## src/rtl/popcount_sequencer.sv

```systemverilog
// ---------------------------------------------------------------------------
// popcount_sequencer
//
// Counts the set bits of a wide vector by time-multiplexing one CHUNK_SIZE-wide
// combinational adder tree. The tree is bit_vector_adder_recursion, defined
// below. The vector is captured on accept. One chunk is then summed per clock,
// LSB chunk first, and the total is presented with a valid/ready handshake.
//
// Parameters:
//   VECTOR_SIZE  input vector width (power of two, multiple of CHUNK_SIZE)
//   CHUNK_SIZE   bits summed per cycle (power of two, >= 2)
//
// Ports:
//   clk        clock, rising edge
//   rst_n      asynchronous active-low reset
//   in_valid   producer presents in_vector
//   in_ready   block can accept a vector (IDLE only)
//   in_vector  vector to count, sampled only on the accepting edge
//   out_valid  out_sum holds a completed count
//   out_ready  consumer accepts out_sum
//   out_sum    set-bit count; shows the running accumulator outside DONE
//   busy       high in ACCUM or DONE
//
// Build option:
//   POPCOUNT_EARLY_EXIT_EN - if defined, ACCUM finishes as soon as no set bits
//   remain above the current chunk. out_sum is the same in both builds.
// ---------------------------------------------------------------------------

// Recursive adder tree: splits the vector in halves until single bits remain.
module bit_vector_adder_recursion #(
   parameter int unsigned VECTOR_SIZE = 16
) (
   input  logic [VECTOR_SIZE-1:0]      vector,
   output logic [$clog2(VECTOR_SIZE):0] count
);
   localparam int unsigned OUT_W = $clog2(VECTOR_SIZE) + 1;

   generate
      if (VECTOR_SIZE == 1) begin : g_leaf
         always_comb count = vector;
      end else begin : g_split
         localparam int unsigned HALF   = VECTOR_SIZE / 2;
         localparam int unsigned HALF_W = $clog2(HALF) + 1;

         logic [HALF_W-1:0] lo_count;
         logic [HALF_W-1:0] hi_count;

         bit_vector_adder_recursion #(.VECTOR_SIZE(HALF)) u_lo (
            .vector (vector[HALF-1:0]),
            .count  (lo_count)
         );

         bit_vector_adder_recursion #(.VECTOR_SIZE(HALF)) u_hi (
            .vector (vector[VECTOR_SIZE-1:HALF]),
            .count  (hi_count)
         );

         always_comb count = OUT_W'(lo_count) + OUT_W'(hi_count);
      end
   endgenerate
endmodule

module popcount_sequencer #(
   parameter int unsigned VECTOR_SIZE = 64,
   parameter int unsigned CHUNK_SIZE  = 16
) (
   input  logic                             clk,
   input  logic                             rst_n,
   input  logic                             in_valid,
   output logic                             in_ready,
   input  logic [VECTOR_SIZE-1:0]           in_vector,
   output logic                             out_valid,
   input  logic                             out_ready,
   output logic [$clog2(VECTOR_SIZE):0]     out_sum,
   output logic                             busy
);
   localparam int unsigned NUM_CHUNKS = VECTOR_SIZE / CHUNK_SIZE;
   localparam int unsigned SUM_W      = $clog2(VECTOR_SIZE) + 1;
   localparam int unsigned CHUNK_W    = $clog2(CHUNK_SIZE) + 1;
   localparam int unsigned IDX_W      = (NUM_CHUNKS > 1) ? $clog2(NUM_CHUNKS) : 1;
   localparam logic [IDX_W-1:0] LAST_IDX = IDX_W'(NUM_CHUNKS - 1);

   typedef enum logic [1:0] {
      IDLE  = 2'd0,
      ACCUM = 2'd1,
      DONE  = 2'd2
   } state_t;

   state_t                 state;
   logic [VECTOR_SIZE-1:0] shreg;
   logic [SUM_W-1:0]       acc;
   logic [IDX_W-1:0]       idx;
   logic [CHUNK_W-1:0]     chunk_count;
   logic                   last_chunk;

   bit_vector_adder_recursion #(.VECTOR_SIZE(CHUNK_SIZE)) u_adder (
      .vector (shreg[CHUNK_SIZE-1:0]),
      .count  (chunk_count)
   );

`ifdef POPCOUNT_EARLY_EXIT_EN
   // The shift register zero-fills from the top, so "nothing above the current
   // chunk" means that every bit above chunk 0 is zero.
   logic upper_zero;
   generate
      if (NUM_CHUNKS > 1) begin : g_upper
         always_comb upper_zero = ~|shreg[VECTOR_SIZE-1:CHUNK_SIZE];
      end else begin : g_no_upper
         always_comb upper_zero = 1'b1;
      end
   endgenerate
   always_comb last_chunk = (idx == LAST_IDX) || upper_zero;
`else
   always_comb last_chunk = (idx == LAST_IDX);
`endif

   // out_sum mirrors the accumulator register. It is therefore stable during
   // DONE and shows the running total in the other states.
   always_comb out_sum = acc;

   always_ff @(posedge clk or negedge rst_n) begin
      if (!rst_n) begin
         state     <= IDLE;
         shreg     <= '0;
         acc       <= '0;
         idx       <= '0;
         in_ready  <= 1'b1;
         out_valid <= 1'b0;
         busy      <= 1'b0;
      end else begin
         unique case (state)
            IDLE: begin
               if (in_valid) begin
                  shreg    <= in_vector;
                  acc      <= '0;
                  idx      <= '0;
                  in_ready <= 1'b0;
                  busy     <= 1'b1;
                  state    <= ACCUM;
               end
            end
            ACCUM: begin
               acc   <= acc + SUM_W'(chunk_count);
               shreg <= shreg >> CHUNK_SIZE;
               idx   <= idx + 1'b1;
               if (last_chunk) begin
                  out_valid <= 1'b1;
                  state     <= DONE;
               end
            end
            DONE: begin
               if (out_ready) begin
                  out_valid <= 1'b0;
                  in_ready  <= 1'b1;
                  busy      <= 1'b0;
                  state     <= IDLE;
               end
            end
            default: begin
               out_valid <= 1'b0;
               in_ready  <= 1'b1;
               busy      <= 1'b0;
               state     <= IDLE;
            end
         endcase
      end
   end
endmodule

```

## config.mk

```make
export PLATFORM = sky130hd
export DESIGN_NAME = popcount_sequencer
export DESIGN_NICKNAME = d
export VERILOG_FILES = /design/src/rtl/popcount_sequencer.sv
export SDC_FILE = /design/constraint.sdc
export NUM_CORES = 1
export LEC_CHECK = 0
export ABC_AREA = 1
export CAP_MARGIN = 20
export CORE_MARGIN = 8
export CORE_UTILIZATION = 55
export CTS_CLUSTER_SIZE = 25
export DETAILED_ROUTE_END_ITERATION = 6
export PLACE_DENSITY_LB_ADDON = 0.1
export SLEW_MARGIN = 40
export SYNTH_ARGS = -nofsm -noshare
export SYNTH_HDL_FRONTEND = slang
export SYNTH_SLANG_ARGS = --single-unit
export TNS_END_PERCENT = 50
```

## constraint.sdc

```tcl
create_clock -name clk -period 7.8 [get_ports clk]
set_input_delay 0.78 -clock clk [delete_from_list [all_inputs] [get_ports clk]]
set_output_delay 0.78 -clock clk [all_outputs]
set_load 0.01 [all_outputs]
```

# Word-level counts from Yosys, hierarchy flattened
# Cells that the tools add are included.
# word_totals
reg_bits	78
inputBits	68
elab_cells	56
# op_classes
addsub	17
eq_ne	6
muxes	18
n_bitwise	2
reduce_logical	6
# ops
cell	count
$pmux 64 s2	1
$mux 64	1
$add 1x1->2	8
$pmux 7 s2	1
$add 2x2->3	4
$pmux 1 s3	3
$reduce_and 3->1	3
$add 3x3->4	2
$mux 2	4
$add 7x5->7	1
$mux 7	1
$ne 2x2->1 const B	3
$pmux 2 s3	1
$add 4x4->5	1
$mux 1	5
$eq 2x2->1 const B	2
$pmux 2 s2	1
$add 2x1->2 const B	1
$eq 2x1->1 const B	1
$logic_not 2->1	1
$not 1->1	2
$reduce_and 2->1	1
$reduce_bool 2->1	1

# Longest topological paths before layout
# logic_depth
ltp_word	6
mapped_depth	17

# By module
# From an unflattened synthesis, not the netlist that was laid out.
# hier_totals
hier_cells	467
hier_area_um2	4235.3
# modules_own_cells
mod	instances	cells_each	area_each_um2
popcount_sequencer	1	364	3454.6
bit_vector_adder_recursion at u_adder.g_split.u_hi.g_split.u_hi ...	4	7	51.3
bit_vector_adder_recursion at u_adder.g_split.u_hi ...	2	13	98.8
bit_vector_adder_recursion at u_adder	1	25	157.7
bit_vector_adder_recursion at u_adder.g_split.u_hi.g_split.u_hi.g_split.u_hi.g_split.u_hi ...	16	1	7.5
bit_vector_adder_recursion at u_adder.g_split.u_hi.g_split.u_hi.g_split.u_hi ...	8	1	12.5

# Worst setup path after synthesis
# OpenSTA, ideal clock, no wires.
# synth_timing
path_type	register to register
from	register acc[0], in the netlist out_sum[0]
to	register acc[6], in the netlist out_sum[6]
setup_ns	0.113
arrival_time_ns	3.600
setup_slack_ns	4.086
path_stages_with_launch	14
n_path_buf	0
period_less_slack_ns	3.714
path_cell_list	dfrtp_1 fa_1 inv_1 fa_1 fa_1 fa_1 fa_1 fa_1 inv_1 nand2_1 nand3_1 nand3_1 nand2_1 inv_1
# synth_between
elab_chain_cells	2
# synth_rtl
element	line	source
start: declaration	91	logic [SUM_W-1:0] acc;
start signal: assignment	143	acc <= acc + SUM_W'(chunk_count);
$add 7x5->7	143	
$pmux 7 s2	131	unique case (state)
# Every way passes these cells.
# A chain may end at the register's enable or synchronous reset.

# Worst setup path after layout
# layout_timing
from	register acc[0], in the netlist out_sum[0]
to	register acc[4], in the netlist out_sum[4]
# The elaborated chain is that of the path after synthesis.

==> impl_metrics.env <==
export IMPL_ys_warn_count=0
export IMPL_cts_resized=0
export IMPL_track_usage_pct=19.2
export IMPL_clockBufferDepth=2
export IMPL_antenna_found_initial=0
export IMPL_critPathCaptureType="flip-flop"
export IMPL_synth_seq_cells=78
export IMPL_cts_setup_buffers=0
export IMPL_critPathArrivalTime_ns=4.06
export IMPL_rows=30
export IMPL_insertion_delay_ns=0.35
export IMPL_synth_compound_area_share_pct=17.7
export IMPL_maxSlewViolCount=0
export IMPL_ios=78
export IMPL_path_delay_family="adder cells"
export IMPL_drv_cap=0
export IMPL_nNetsFinal=552
export IMPL_critical_path_max_stage_delay_ns=0.54
export IMPL_path_common_cell="fa_1"
export IMPL_final_setup_skew_ns=0.0135
export IMPL_p_leak_uw=0.00226
export IMPL_drtIter0Drc=132
export IMPL_hold_viol=0
export IMPL_core_area_um2=6720
export IMPL_power_uw=2630
export IMPL_hp_class="primary input to async pin"
export IMPL_path_clk_slew_ns=0.08
export IMPL_root_buffer="clkbuf_8"
export IMPL_layout_cells_non_filler=548
export IMPL_setup_slack_ns=3.97
export IMPL_period_share_pct=49.1
export IMPL_tightestPinTransition_ns=0.700
export IMPL_synthCells=393
export IMPL_htreeDepth=3
export IMPL_synth_mux_area_share_pct=0
export IMPL_startpoint_type="flip-flop"
export IMPL_synth_distinct_cells=24
export IMPL_final_core_utilization_pct=71.4
export IMPL_synth_top_area_share_pct=51.2
export IMPL_crit_buf_inv=1
export IMPL_critical_path_class="flip-flop to flip-flop"
export IMPL_synth_area_um2=3760
export IMPL_cp_required_ns=8.03
export IMPL_vias=2989
export IMPL_finalSetupTns_ns=0
export IMPL_synth_top_family_by_area="compound AO/OA/AOI/OAI gates"
export IMPL_grt_max_degree=79
export IMPL_max_freq_mhz=261
export IMPL_rsz0062_at_grt="no"
export IMPL_syn_nets=482
export IMPL_drc=0
export IMPL_crit_slowest_cell="fa_1"
export IMPL_ff_latch_area_um2=1950
export IMPL_powerDensity_nw_per_um2=548
export IMPL_reg2reg_setup_slack_ns=3.97
export IMPL_dp_cells=532
export IMPL_dieArea_um2=9750
export IMPL_cts_hold_buf=0
export IMPL_dieWidth_um=98.7
export IMPL_max_slew_margin_rel_pct=53.4
export IMPL_numPortBuffers=77
export IMPL_crit_chain="fa_1, inv_1, fa_1, fa_1, fa_1, fa_1, fa_1, nor2_1, o21ai_0, nand2_1, o21ai_0"
export IMPL_post_place_ws_ns=3.97
export IMPL_wl_per_cell_um=16.3
export IMPL_first_pass_iters=5
export IMPL_cts_tree="built"
export IMPL_yosysTopAreaCell="dfrtp_1"
export IMPL_drt_vias_per_instance=5.45
export IMPL_synthSimpleGateAreaFrac_pct=11.6
export IMPL_syn2layout_area_growth_pct=27.5
export IMPL_finalWirelength_um=8930
export IMPL_setup_viol=0
export IMPL_worstRegToRegCells=11
export IMPL_cp_depth=11
export IMPL_dp_hpwl_um=6410
export IMPL_yosysSeqAreaShare_pct=51.9
export IMPL_vdd_ir_drop_max_mv=0.382
export IMPL_antenna_cells=0
export IMPL_grt_ovfl_total=0
export IMPL_die_y_um=98.7
export IMPL_postSynthAreaPerCell_um2=9.58
export IMPL_cts_made_buffers=9
export IMPL_fillCellCount=514
export IMPL_start_util_pct=56.0
export IMPL_multiInputGateArea_um2=1470
export IMPL_gp_congestion=0.775
export IMPL_cts_sinks=78
export IMPL_first_global_vias=3131
export IMPL_synth_fa_ha_area_share_pct=9.38
export IMPL_period_minus_slack_ns=3.83
export IMPL_ant_nets=0
export IMPL_status="completed"
export IMPL_grt_pass1_wl_um=14900
export IMPL_drive_above_1_share_pct=5.98
export IMPL_critPathMaxFanout=3
export IMPL_ys_top_cells_by_area="dfrtp_1, nand2_1, fa_1"
export IMPL_synth_xor_area_share_pct=0.233
cells in the final DEF (no fill, tap or decap), drive strengths merged:
cell            n
dfrtp          77
clkdlybuf4s50  76
nand2          73
inv            67
o21ai          34
nor2           26
o221ai         22
a22o           17
o22ai          15
fa             12
clkbuf         11
ha              9
nand3           7
o211ai          4
a21oi           3
clkinv          3
buf             3
a22oi           2
nor3            2
or2             2
xor2            1
bufinv          1
dfstp           1
per-stage QoR:
| step | hold WS (ns) | cell area (um2) |
|---|---|---|
| 2_1_floorplan | 0.448 | 3760 |
| 3_3_place_gp | 0.459 | 4550 |
| 3_5_place_dp | 0.471 | 4580 |
| 4_1_cts | 0.477 | 4800 |
| 5_1_grt | 0.508 | 4800 |
| 6_report | 0.435 | 4800 |
worst reg2reg max path, stage by stage, from the launching register on:
cell and delay (ns):
dfrtp_1 0.42, fa_1 0.54, inv_1 0.05, fa_1 0.49, fa_1 0.53, fa_1 0.43
fa_1 0.41, fa_1 0.45, nor2_1 0.16, o21ai_0 0.09, nand2_1 0.07, o21ai_0 0.07
worst paths after layout:
kind	end	startpoint
max in group asynchronous	shreg[9]	rst_n
min in group clk	idx[0]	idx[0]
worst min-delay path	out_sum[4]	rst_n
worst min register to register	idx[0]	idx[0]
worst max register to register	out_sum[4]	out_sum[0]
worst max-delay path	out_sum[4]	out_sum[0]
sequential cells by signal (all words and copies together) (netlist names):
| signal | count |
|---|---|
| state | 2 |
| idx | 2 |
| out_valid | 1 |
| out_sum | 7 |
| shreg | 64 |
| busy | 1 |
| in_ready | 1 |
final cells by class:
type                       count  share of cell area [%]
timing repair buffer          79                    16.8
sequential                    78                    40.7
clock buffer                  11                    3.16
multi-input combinational    229                    30.7
tap                           80                    2.09
clock inverter                 5                    1.36
inverter                      66                    5.16
power by group:
part           switching [uW]  internal, uW  leakage [uW]
Combinational             956           677       0.00117
Clock                     153           168      0.000110
Sequential               80.1           596      0.000986
kinds of logic (layout without fill, tap and decap cells):
group,Yosys count,in the layout
simple gates,110,110
compound gates,97,97
buf+inv,86,161
flops,78,78
fa+ha+maj,21,21
xor+xnor,1,1
routing by layer:
metal / vias up / routed length (um) / track usage [%]
met3: 14 / 463 / 4.09
met5: - / 0 / 0
met2: 88 / 4350 / 30.4
met4: 0 / 127 / 7.20
met1: 1436 / 3990 / 25.4
li1: 1451 / - / -
cells in the mapped netlist:
master,n
a21oi_1,3
a22o_1,17
a22oi_1,2
buf_2,10
buf_4,3
clkbuf_1,7
dfrtp_1,77
dfstp_2,1
fa_1,12
ha_1,9
inv_1,63
inv_2,3
nand2_1,72
nand2_2,1
nand3_1,7
nor2_1,24
nor2_2,2
nor3_1,2
o211ai_1,4
o21ai_0,34
o221ai_1,22
o22ai_1,15
or2_2,2
xor2_1,1
Note: power is estimated with default switching activity, not from simulation.
